### config.mk
export PLATFORM = sky130hd
export DESIGN_NAME = bla8_sub_pipe
export DESIGN_NICKNAME = d
export VERILOG_FILES = /design/src/rtl/cla_pkg.sv /design/src/rtl/bgp_gen.sv /design/src/rtl/bla8_sub_pipe.sv
export SDC_FILE = /design/constraint.sdc
export NUM_CORES = 1
export LEC_CHECK = 0
export ABC_AREA = 1
export CAP_MARGIN = 20
export CORE_UTILIZATION = 30
export DETAILED_ROUTE_END_ITERATION = 10
export PLACE_DENSITY_LB_ADDON = 0.12
export SLEW_MARGIN = 25
export SYNTH_ARGS = -nofsm -noshare
export SYNTH_HDL_FRONTEND = slang
export SYNTH_SLANG_ARGS = --single-unit
### constraint.sdc
create_clock -name clk -period 1.6 [get_ports clk]
set_clock_uncertainty 0.15 [all_clocks]
set_input_delay 0.24 -clock clk [delete_from_list [all_inputs] [get_ports clk]]
set_output_delay 0.24 -clock clk [all_outputs]
set_load 0.02 [all_outputs]
### src/rtl/cla_pkg.sv
// Shared types and the flat borrow-lookahead function for the lookahead add/sub family.
package cla_pkg;

    localparam int unsigned CLA_W = 8;

    typedef logic [CLA_W-1:0] cla_word_t;

    typedef struct packed {
        cla_word_t g;
        cla_word_t p;
    } cla_gp_t;

    // br[i] is the borrow out of bit i, each a flat sum of g/p products seeded by bin.
    function automatic cla_word_t bla_borrows(input cla_word_t g, input cla_word_t p,
                                              input logic bin);
        cla_word_t br;
        logic      term;
        br = '0;
        for (int i = 0; i < int'(CLA_W); i++) begin
            term = bin;
            for (int k = 0; k <= i; k++) begin
                term = term & p[k];
            end
            br[i] = term;
            for (int j = 0; j <= i; j++) begin
                term = g[j];
                for (int k = j + 1; k <= i; k++) begin
                    term = term & p[k];
                end
                br[i] = br[i] | term;
            end
        end
        return br;
    endfunction

endpackage

### src/rtl/bgp_gen.sv
// Per-bit borrow generate/propagate cell for the lookahead subtractor.
module bgp_gen (
    input  logic a,
    input  logic b,
    output logic g_c,
    output logic p_c
);

    assign g_c = ~a & b;
    assign p_c = ~(a ^ b);

endmodule

### src/rtl/bla8_sub_pipe.sv
// Two-stage borrow-lookahead subtractor: low half in stage 1, high half, borrow out
// and signed overflow in stage 2, valid/ready on both sides at full throughput.
module bla8_sub_pipe
    import cla_pkg::*;
#(
    parameter int unsigned WIDTH = 8
) (
    input  logic             clk,
    input  logic             rst_n,
    input  logic             in_valid,
    output logic             in_ready,
    input  logic [WIDTH-1:0] a,
    input  logic [WIDTH-1:0] b,
    input  logic             bin,
    output logic             out_valid,
    input  logic             out_ready,
    output logic [WIDTH-1:0] diff,
    output logic             bout,
    output logic             ovf
);

    localparam int unsigned HALF = WIDTH / 2;

    logic [WIDTH-1:0] op_a;
    logic [WIDTH-1:0] op_b;
    logic [WIDTH-1:0] g;
    logic [WIDTH-1:0] p;
    cla_gp_t          gp_lo;
    cla_gp_t          gp_hi;
    logic [HALF-1:0]  br_lo;
    logic [HALF-1:0]  br_hi;
    logic [HALF-1:0]  d_lo;
    logic [HALF-1:0]  d_hi;

    logic             s2_ready;
    logic             accept;
    logic             s1_adv;

    logic             s1_valid_q, s1_valid_d;
    logic [HALF-1:0]  s1_dlo_q,   s1_dlo_d;
    logic             s1_br_q,    s1_br_d;
    logic [HALF-1:0]  s1_ahi_q,   s1_ahi_d;
    logic [HALF-1:0]  s1_bhi_q,   s1_bhi_d;

    logic             out_valid_q, out_valid_d;
    logic [WIDTH-1:0] diff_q,      diff_d;
    logic             bout_q,      bout_d;
    logic             ovf_q,       ovf_d;

    // Low cells see the live operands, high cells see the stage-1 registered high halves.
    assign op_a = {s1_ahi_q, a[HALF-1:0]};
    assign op_b = {s1_bhi_q, b[HALF-1:0]};

    bgp_gen u_bgp [WIDTH-1:0] (
        .a   (op_a),
        .b   (op_b),
        .g_c (g),
        .p_c (p)
    );

    always_comb begin
        gp_lo.g = CLA_W'(g[HALF-1:0]);
        gp_lo.p = CLA_W'(p[HALF-1:0]);
        gp_hi.g = CLA_W'(g[WIDTH-1:HALF]);
        gp_hi.p = CLA_W'(p[WIDTH-1:HALF]);

        br_lo = HALF'(bla_borrows(gp_lo.g, gp_lo.p, bin));
        br_hi = HALF'(bla_borrows(gp_hi.g, gp_hi.p, s1_br_q));

        // Borrow into each bit is the previous bit's borrow out, seeded at bit 0.
        d_lo = a[HALF-1:0] ^ b[HALF-1:0] ^ HALF'({br_lo, bin});
        d_hi = s1_ahi_q ^ s1_bhi_q ^ HALF'({br_hi, s1_br_q});
    end

    always_comb begin
        s2_ready = ~out_valid_q | out_ready;
        in_ready = rst_n & (~s1_valid_q | s2_ready);
        accept   = in_valid & in_ready;
        s1_adv   = s1_valid_q & s2_ready;

        s1_valid_d  = s1_valid_q;
        s1_dlo_d    = s1_dlo_q;
        s1_br_d     = s1_br_q;
        s1_ahi_d    = s1_ahi_q;
        s1_bhi_d    = s1_bhi_q;
        out_valid_d = out_valid_q;
        diff_d      = diff_q;
        bout_d      = bout_q;
        ovf_d       = ovf_q;

        if (accept) begin
            s1_valid_d = 1'b1;
            s1_dlo_d   = d_lo;
            s1_br_d    = br_lo[HALF-1];
            s1_ahi_d   = a[WIDTH-1:HALF];
            s1_bhi_d   = b[WIDTH-1:HALF];
        end else if (s1_adv) begin
            s1_valid_d = 1'b0;
        end

        if (s1_adv) begin
            out_valid_d = 1'b1;
            diff_d      = {d_hi, s1_dlo_q};
            bout_d      = br_hi[HALF-1];
            ovf_d       = (s1_ahi_q[HALF-1] ^ s1_bhi_q[HALF-1]) & (s1_ahi_q[HALF-1] ^ d_hi[HALF-1]);
        end else if (out_ready) begin
            out_valid_d = 1'b0;
        end
    end

    always_ff @(posedge clk) begin
        if (!rst_n) begin
            s1_valid_q  <= 1'b0;
            s1_dlo_q    <= '0;
            s1_br_q     <= 1'b0;
            s1_ahi_q    <= '0;
            s1_bhi_q    <= '0;
            out_valid_q <= 1'b0;
            diff_q      <= '0;
            bout_q      <= 1'b0;
            ovf_q       <= 1'b0;
        end else begin
            s1_valid_q  <= s1_valid_d;
            s1_dlo_q    <= s1_dlo_d;
            s1_br_q     <= s1_br_d;
            s1_ahi_q    <= s1_ahi_d;
            s1_bhi_q    <= s1_bhi_d;
            out_valid_q <= out_valid_d;
            diff_q      <= diff_d;
            bout_q      <= bout_d;
            ovf_q       <= ovf_d;
        end
    end

    assign out_valid = out_valid_q;
    assign diff      = diff_q;
    assign bout      = bout_q;
    assign ovf       = ovf_q;

endmodule

==> results.md, run 1 <==
- First-pass GRT wire length: ~4400 microns
- Clk sinks: 25
- Max Buffers Root-to-Sink: 2
- PwrDens: 801 nW/um^2
- Reg area: approximately 500 sq um
- Peak VDD IR: 0.000264 V
- CTS tree: yes
- Commonest non-fill, non-tap cell in the layout: dfxtp_1
- Syn Area/Cell: 7.83 sq um
- WP data required: 1610 ps
- Final period utilization: 97.1%
- CP Data Arrival Time: 1560 ps
- Vias/cell: about 4.4
- Leakage: 0.865 nW
- Synth Register Bits: 25
- # nets final: 240
- Global Route Usage Sum: 13.2%
- TritonCTS Buffers: 3
- GP Congestion: about 0.79
- RSZ-0062 raised after global routing: yes
- Non-Filler Instances: 254
- First DRT Iteration DRCs: 15
- Tmin final: 1550 ps
- Synth Cell Area: between 1000 and 1500 sq um
- Ports: 33
- Final setup viols: 0
- Core ar.: 3800 sq um
- Largest net degree at the start of global routing: 22
- Dpl hpwl: roughly 1900 microns
- CP startpoint kind: flip-flop
- Sequential fraction of the synthesis area: ~41%
- Post-Syn Nets: 190
- Hold Crit Depth: 2
- FP Rows: 22
- Crit end category: flip-flop
- Max_slew headroom: 84.2%
- Largest fanout on the critical path: 3
- Detailed Routing Iterations Pass 1: 4
- Fin. max-slew vios: 0
- Multi-input gate area: 712 sq um
- Vias in the first global route: 1043
- Cell variety after synth: 21
- Total number of vias: ~1.1k
- Maximum capacitance violations: 0
- Hold buffers post-CTS: 0
- Post-Syn Instances: around 160
- ANT cells: 0
- Routed wire length: roughly 2600 microns
- Share of cells above drive strength 1: 24.8%
- CTS root buffer: clkbuf_8
- Routed length per instance: 10.4 microns
- Reg2reg path depth: 9
- Synth warnings: 0
- Fillers: 378
- Clock transition at the registers of the reported paths: ~90 ps
- Die Span X: roughly 66 microns
- Die area: 4360 sq um
- Clock Latency Late Sink: 270 ps
- Initial Util: 32.4%
- H-tree depth: 1
- Final hold vios: 0
- Setup CP Type: flip-flop to flip-flop
- Fmax: about 0.64 GHz
- DRC Markers: 0
- Final Util: roughly half
- Post-route ant nets: 0
- Most frequent cells in the layout: dfxtp_1, nand2_1, nor2_1, clkdlybuf4s50_1, buf_4
- Status: completed
- GR Overflow Total: 0
- Hold Path Class: flip-flop to flip-flop
- Pre-CTS setup slack: -441 ps
- Least-Margin Pin Slew: 236 ps
- Post-placement cell count: 249
- Die height: 66.0 microns
- Min setup slack post-route: 47.1 ps
- Syn-to-layout area delta: 49.7%
- Input/output buffers: 32
- Initial antenna violation count: 0
## routing by layer
| layer | vias to the layer above | GRT usage [%] | share of wire, % |
|---|---|---|---|
| met5 | - | 0 | 0 |
| met4 | 0 | 4.79 | 1.3 |
| met3 | 4 | 2.76 | 4.9 |
| met2 | 24 | 21.8 | 46 |
| met1 | 486 | 16.7 | 48 |
| li1 | 598 | - | - |
## where the power goes
group	internal (mW)	leakage, nW	switching (mW)
Clock	0.174	0.0255	0.196
Combinational	0.204	0.633	0.200
Sequential	0.672	0.207	0.0290
## metrics by stage
step / setup TNS (ps) / hold slack, ps / cell area (sq um) / power [mW]
3_5_place_dp: -2490 / 303 / 1700 / 1.08
4_1_cts: 0 / 317 / 1780 / 1.46
3_3_place_gp: -2310 / 295 / 1700 / 1.08
5_1_grt: -53.5 / 360 / 1840 / 1.58
2_1_floorplan: 0 / 203 / 1230 / 0.917
6_report: 0 / 320 / 1840 / 1.48
## synthesized netlist by cell type
cell type / number / area (sq um)
nor2_4: 1 / 11.3
fa_1: 2 / 40.0
xor2_1: 3 / 26.3
o21ai_0: 13 / 65.1
nand3_1: 8 / 40.0
a22oi_2: 1 / 12.5
o21ai_1: 8 / 40.0
buf_2: 1 / 5.00
buf_4: 1 / 7.51
inv_2: 2 / 7.51
inv_1: 19 / 71.3
a21oi_1: 10 / 50.1
nand4_1: 1 / 6.26
clkbuf_1: 1 / 3.75
nand2_1: 27 / 101
buf_6: 2 / 22.5
nor2_1: 19 / 71.3
ha_1: 10 / 125
nand2_2: 2 / 12.5
dfxtp_1: 25 / 500
nand3_2: 1 / 10.0
## what timing repair did
item,CTS,global route
pin swaps,11,10
buffers inserted,1,0
endpoints found under the hold margin,0,0
gates resized for setup,23,18
endpoints found under the setup margin,15,8
## layout make-up
type                       instances  area share (%)
sequential                        25            27.3
tap                               48            3.26
inverter                          21            4.28
clock inverter                     1           0.272
clock buffer                       3            2.24
timing repair buffer              50            24.0
multi-input combinational        106            38.7
## path summary, 6_finish.rpt
path / startpoint / endpoint / slack, ps
setup / recovery: s1_ahi_q[0]$_SDFFE_PN0P_ / bout$_SDFFE_PN0P_ / 50
hold / removal: ovf$_SDFFE_PN0P_ / ovf$_SDFFE_PN0P_ / 320
setup reg to reg: s1_ahi_q[0]$_SDFFE_PN0P_ / bout$_SDFFE_PN0P_ / 50
hold reg to reg: ovf$_SDFFE_PN0P_ / ovf$_SDFFE_PN0P_ / 320
## sequential cells by signal, indices dropped and copies added (netlist names)
register / cells
bout: 1
diff: 8
out_valid: 1
ovf: 1
s1_ahi_q: 4
s1_bhi_q: 4
s1_br_q: 1
s1_dlo_q: 4
s1_valid_q: 1
## cells by family after synthesis
logic type / count (synthesis) / share of synthesized area, %
xor gates and xnor gates: 3 / 2.14
adders and majority gates: 12 / 13.4
buffers and inverters: 26 / 9.56
DFF: 25 / 40.7
and+or+nand+nor: 59 / 20.5
AOI/OAI and AO/OA: 32 / 13.6
## critical path: stages, from the launching register on
cell and delay, ps:
dfxtp_2 330, inv_2 70, ha_4 200, ha_4 160, nand3_2 50, nand4_1 130, nand2_1 100, nand2_2 70
nor2_2 130, nor2_1 50
Power figures use the tool's default switching activity.
==> run 2, diff against run 1 <==
Settings changed: CAP_MARGIN 20 to 5, MAX_ROUTING_LAYER set to met4.
Clock period 1.6 ns to 1.25 ns, I/O delays scaled along.
==> run 2 against run 1 <==
The run now ends with negative setup slack left. Combinational power grew 62%. Via count grew 7.9%. Sequential cell count is the same. First-iteration DRC count grew to 2.5 times the previous value. Utilization grew 8.3 points. Worst setup slack lost 320 ps. Routed wire length grew 22%. Cell count grew 4.7%. Die area is the same. Power grew 39%. Clock-buffer cell count grew 1. Critical endpoint is now ovf$_SDFFE_PN0P_.
==> results.md, run 2 (synthesis gave the netlist of run 1 again) <==
- Int Pwr: 1.42 mW (+35%)
- FP Rows: 22 (unchanged)
- Die height: 66.0 microns (unchanged)
- Least-Margin Pin Slew: 319 ps (+82.5 ps)
- Peak VDD IR: 0.000391 V (+48%)
- Worst path slowest cell: dfxtp_2
- H-tree depth: 1 (unchanged)
- Min setup slack post-route: -274 ps (-321 ps)
- DP Area: 1840 sq um (+8.3%)
- Final hold vios: 0 (unchanged)
- Hold Crit Depth: 4 (+2)
- Routed wire length: 3210 microns (+22%)
- Final Util: 56.8% (+8.3 points)
- Input/output buffers: 32 (unchanged)
- Vias/cell: 4.51 (+3.0%)
- Hold Path Class: input pin to flip-flop
- First DRT Iteration DRCs: 38 (+23)
- Vias in the first global route: 1215 (+16%)
- Failing checks: negative setup slack
- # nets final: 252 (+5.0%)
- GR Overflow Total: 0 (unchanged)
- CTS tree: yes
- Worst path bufs/invs: 2 (+1)
- Logic pwr share: 32.0% (+4.6 points)
- Share of cells above drive strength 1: 49.5% (+25 points)
- CP startpoint kind: flip-flop
- Global Route Usage Sum: 17.0% (+3.8 points)
- Final setup viols: 19 (+19)
- GP Congestion: 0.775 (-2.1%)
- ANT cells: 0 (unchanged)
- Sw Share: 30.7% (+1.9 points)
- CP Depth: 10 (+1)
- Reg2reg path depth: 10 (+1)
- Final period utilization: 122% (+25 points)
- Fin. max-slew vios: 0 (unchanged)
- DRC Markers: 0 (unchanged)
- Pre-CTS setup slack: -809 ps (-368 ps)
- Largest fanout on the critical path: 2 (-1)
- Clock power frac: 23.6% (-1.5 points)
- Setup CP Type: flip-flop to flip-flop
- Max Buffers Root-to-Sink: 2 (unchanged)
- Pwr Total: 2.04 mW (+39%)
- Worst path cell trace: inv_2 > ha_4 > ha_4 > buf_4 > nand2_2 > nand3_2 > nand2_2 > nand3_1 > nand3_1 > a21oi_1
- R2r setup slk: -270 ps (-320 ps)
- Fmax: 0.656 GHz (+1.9%)
- WP data required: 1260 ps (-350 ps)
- Clock Latency Late Sink: 270 ps (about the same)
- Die area: 4360 sq um (unchanged)
- Post-route ant nets: 0 (unchanged)
- Ports: 33 (unchanged)
- Core ar.: 3800 sq um (unchanged)
- Seq pwr share: 44.3% (-3.2 points)
- RSZ-0062 raised after global routing: yes
- PwrDens: 948 nW/um^2 (+18%)
- Max_slew headroom: 78.8% (-5.5 points)
- TritonCTS Buffers: 3 (unchanged)
- Maximum capacitance violations: 0 (unchanged)
- CP delay by family, top: adder cells
- Routed length per instance: 12.1 microns (+16%)
- Hold buffers post-CTS: 0 (unchanged)
- Non-Filler Instances: 266 (+4.7%)
- CP Data Arrival Time: 1530 ps (-30 ps)
- Commonest non-fill, non-tap cell in the layout: dfxtp_1
- Largest net degree at the start of global routing: 22 (unchanged)
- Leakage: 0.947 nW (+9.4%)
- Initial Util: 32.4% (unchanged)
- Crit end category: flip-flop
- CP max stage delay: 320 ps (about the same)
- Most frequent cells in the layout: dfxtp_1, buf_4, nand2_1
- Post-placement cell count: 254 (+2.0%)
- Dpl hpwl: 2040 microns (+6.5%)
- First-pass GRT wire length: 5520 microns (+26%)
- Initial antenna violation count: 0 (unchanged)
- Number of flip-flops under the largest register name: 8 (unchanged)
- Total number of vias: 1200 (+7.9%)
- Die Span X: 66.0 microns (unchanged)
- Syn-to-layout area delta: 75.3%
- Design Area, Final: 2160 sq um (+17%)
- CTS root buffer: clkbuf_8
- Detailed Routing Iterations Pass 1: 4 (unchanged)
- Status: finished with violations
- Tmin final: 1520 ps (-28.9 ps)
- Sw power: 0.628 mW (+48%)
- Clk sinks: 25 (unchanged)
- Clock transition at the registers of the reported paths: 90 ps (about the same)
## run 2: stage by stage
| stage | TNS [ps] | hold slack [ps] |
|---|---|---|
| CTS | -1820 | 309 |
| global route | -3230 | 254 |
| finish | -1950 | 254 |
| global placement | -10070 | 302 |
| detailed placement | -10360 | 306 |
| floorplan | -689 | 150 |
## run 2: area by class of cell
cell class	instances	area (sq um)
fill	352	1640
multi-input combinational	106	895
timing repair buffer	60	527
sequential	25	507
inverter	21	104
tap	48	60.1
clock buffer	4	45.0
timing repair inverter	2	18.8
## run 2: final timing paths
check                                 from                       end
setup / recovery  s1_ahi_q[0]$_SDFFE_PN0P_          ovf$_SDFFE_PN0P_
hold / removal                        b[0]  s1_dlo_q[0]$_SDFFE_PN0P_
setup reg to reg  s1_ahi_q[0]$_SDFFE_PN0P_          ovf$_SDFFE_PN0P_
hold reg to reg           ovf$_SDFFE_PN0P_          ovf$_SDFFE_PN0P_
## run 2: timing repair
item	CTS	global route
resized for setup	99	43
setup endpoints to repair	34	32
gates cloned	2	0
buffers inserted	5	3
pin swaps	23	9
## run 2: worst min-delay path: cells and delay by family
kind            cells  cell delay (ps)
compound gates      1               60
buf+inv             2              220
fa+ha+maj           1              160
## run 2: routing by layer
metal | share of wire (%) | track usage [%] | wire length (microns)
met3 | 3.7 | 2.93 | 118
met2 | 49 | 27.4 | 1580
met5 | 0 | - | 0
met4 | 0.50 | 3.99 | 16
met1 | 47 | 22.1 | 1500
## run 2: power by group through the flow
stage	combinational [mW]	clock [mW]	sequential (mW)
after CTS	0.607	0.495	0.901
after global placement	0.529	0	0.913
after detailed placement	0.534	0	0.915
final	0.655	0.483	0.906
after floorplan	0.266	0	0.943
after global routing	0.723	0.546	0.915
==> run 3, diff against run 2 <==
==> constraint.sdc (replaced) <==
create_clock -name clk -period 1.25 [get_ports clk]
set_clock_uncertainty 0.15 [all_clocks]
set_input_delay 0.125 -clock clk [delete_from_list [all_inputs] [get_ports clk]]
set_output_delay 0.125 -clock clk [all_outputs]
set_load 0.02 [all_outputs]
==> run 3 against run 2 <==
The run still ends with negative setup slack left. Worst hold slack worse by 33 ps. Clock power decreased by 0.8%. Combinational power fell by 5.2%. Die area unchanged. Routed wire length shrank 4.6%. Register-to-register slack improved by 20 ps. Clock-buffer cell count is the same. Global-route usage is 1.9 points lower. Fmax grew 1.5%. Sequential power is essentially flat. Critical path type unchanged. Largest cell class unchanged.
==> results.md, run 3 (synthesis gave the netlist of run 1 again) <==
- Largest net degree at the start of global routing: 22 (unchanged)
- First DRT Iteration DRCs: 32 (-16%)
- Int Pwr: 1.40 mW (-0.97%)
- Reg area: 505 sq um (-0.25%)
- Min setup slack post-route: -252 ps (+21.9 ps)
- Max_slew headroom: 82.0% (+3.2 points)
- Initial antenna violation count: 0 (unchanged)
- Vias/cell: 4.46 (-1.1%)
- DP Area: 1820 sq um (-1.1%)
- WP data required: 1270 ps (about the same)
- Multi-input gate area: 836 sq um (-6.6%)
- Vias in the first global route: 1095 (-9.9%)
- Sw Share: 30.0% (-0.67 points)
- Maximum capacitance violations: 0 (unchanged)
- GP Congestion: 0.806 (+4.0%)
- Critical Path Sink: diff[7]$_SDFFE_PN0P_
- Routed wire length: 3060 microns (-4.6%)
- Die Span X: 66.0 microns (unchanged)
- Crit end category: flip-flop
- Commonest non-fill, non-tap cell in the layout: dfxtp_1
- Seq pwr share: 45.1% (+0.8 points)
- Largest fanout on the critical path: 3 (+1)
- CTS root buffer: clkbuf_8
- Max Buffers Root-to-Sink: 2 (unchanged)
- Setup CP Type: flip-flop to flip-flop
- First-pass GRT wire length: 4800 microns (-13%)
- Clk sinks: 25 (unchanged)
- Clock transition at the registers of the reported paths: 90 ps (about the same)
- Dpl hpwl: 2060 microns (+0.88%)
- Clock Latency Late Sink: 260 ps (about the same)
- CP startpoint: s1_bhi_q[0]$_SDFFE_PN0P_
- Hold Path Class: input pin to flip-flop
- Share of cells above drive strength 1: 43.3% (-6.3 points)
- # nets final: 249 (-1.2%)
- Capturing point of the worst reg2reg path: diff[7]$_SDFFE_PN0P_
- Ports: 33 (unchanged)
- RSZ-0062 raised after global routing: yes
- Final hold vios: 0 (unchanged)
- PwrDens: 960 nW/um^2 (+1.2%)
- Global Route Usage Sum: 15.0% (-1.9 points)
- Logic pwr share: 31.0% (-1.0 points)
- CP startpoint kind: flip-flop
- TritonCTS Buffers: 3 (unchanged)
- Non-Filler Instances: 263 (-1.1%)
- Core ar.: 3800 sq um (unchanged)
- Hold buffers post-CTS: 0 (unchanged)
- Critical R2R Launch: s1_bhi_q[0]$_SDFFE_PN0P_
- Total number of vias: 1174 (-2.2%)
- Routed length per instance: 11.6 microns (-3.5%)
- Final period utilization: 120% (-1.8 points)
- Detailed Routing Iterations Pass 1: 4 (unchanged)
- Fillers: 352 (unchanged)
- Input/output buffers: 32 (unchanged)
- Hold_ws: 221 ps (-32.7 ps)
- Peak VDD IR: 0.000411 V (+5.0%)
- Status: finished with violations
- Fin. max-slew vios: 0 (unchanged)
- CTS tree: yes
- Post-placement cell count: 253 (-0.39%)
- Failing checks: negative setup slack
- Post-route ant nets: 0 (unchanged)
- ANT cells: 0 (unchanged)
- FP Rows: 22 (unchanged)
- Most frequent cells in the layout: dfxtp_1, buf_4, nand2_1, nor2_1
- Least-Margin Pin Slew: 271 ps (-48.1 ps)
- R2r setup slk: -250 ps (+20 ps)
- DRC Markers: 0 (unchanged)
- Die area: 4360 sq um (unchanged)
- CP Data Arrival Time: 1520 ps (about the same)
- H-tree depth: 1 (unchanged)
- Syn-to-layout area delta: 69.9%
- Sw power: 0.602 mW (-4.0%)
- Number of flip-flops under the largest register name: 8 (unchanged)
- GR Overflow Total: 0 (unchanged)
- Final setup viols: 7 (-12)
- Fmax: 0.666 GHz (+1.5%)
- Pwr Total: 2.01 mW (-1.9%)
- Clock power frac: 23.9% (+0.3 points)
- Reg2reg path depth: 8 (-2)
- Initial Util: 32.4% (unchanged)
- Design Area, Final: 2090 sq um (-3.1%)
- Final setup TNS: -1020 ps (+935 ps)
- Die height: 66.0 microns (unchanged)
- Tmin final: 1500 ps (-21.9 ps)
- Leakage: 0.911 nW (-3.8%)
[run 3: layer usage]
layer / GRT usage (%) / part of all wire, % / wire length (microns)
met1: 18.4 / 46 / 1420
met2: 25.0 / 49 / 1500
met3: 2.76 / 3.9 / 118
met4: 4.79 / 0.56 / 17
met5: - / 0 / 0
[run 3: stage by stage]
step | setup slack, ps | util [%]
floorplan | -198 | -
global placement | -717 | 47.9
detailed placement | -762 | 47.9
CTS | -249 | 50.6
global route | -357 | 55.0
finish | -252 | 55.0
[run 3: worst min path at each step]
| stage | end | slack, ps | depth (start not counted) | from |
|---|---|---|---|---|
| 6_report | out_valid$_SDFFE_PN0P_ | 220 | 5 | out_ready |
| 5_1_grt | out_valid$_SDFFE_PN0P_ | 220 | 5 | out_ready |
| 4_1_cts | out_valid$_SDFFE_PN0P_ | 240 | 5 | out_ready |
| 3_5_place_dp | s1_ahi_q[2]$_SDFFE_PN0P_ | 300 | 2 | s1_ahi_q[2]$_SDFFE_PN0P_ |
| 3_3_place_gp | s1_ahi_q[2]$_SDFFE_PN0P_ | 300 | 2 | s1_ahi_q[2]$_SDFFE_PN0P_ |
| 2_1_floorplan | s1_bhi_q[0]$_SDFFE_PN0P_ | 90 | 2 | b[4] |
[run 3: worst max-delay path, cell delays in order, from the launching register on]
cell and delay (ps):
dfxtp_2 350, ha_4 240, ha_4 160, nand3_2 60
nand4_1 120, nand2_1 100, nand2_1 60, o21ai_1 110
inv_1 50
[run 3: repair_timing]
| item | in CTS | in global routing |
|---|---|---|
| hold endpoints to repair | 0 | 0 |
| cloned | 1 | 1 |
| gates resized for setup | 47 | 66 |
| endpoints found under the setup margin | 33 | 35 |
| buffers inserted | 3 | 3 |
| pin swaps | 14 | 17 |
[run 3: final cells by class]
cell class                 count  share of cell area, %
inverter                      21                   4.97
timing repair buffer          57                   25.3
sequential                    25                   24.2
tap                           48                   2.87
clock buffer                   4                   2.16
timing repair inverter         2                  0.539
multi-input combinational    106                   40.0
[run 3: power groups by stage]
| stage | clock, mW | sequential, mW | combinational [mW] |
|---|---|---|---|
| 2_1_floorplan | 0 | 0.943 | 0.266 |
| 3_3_place_gp | 0 | 0.913 | 0.522 |
| 3_5_place_dp | 0 | 0.917 | 0.528 |
| 4_1_cts | 0.498 | 0.900 | 0.545 |
| 5_1_grt | 0.533 | 0.915 | 0.684 |
| 6_report | 0.479 | 0.905 | 0.621 |
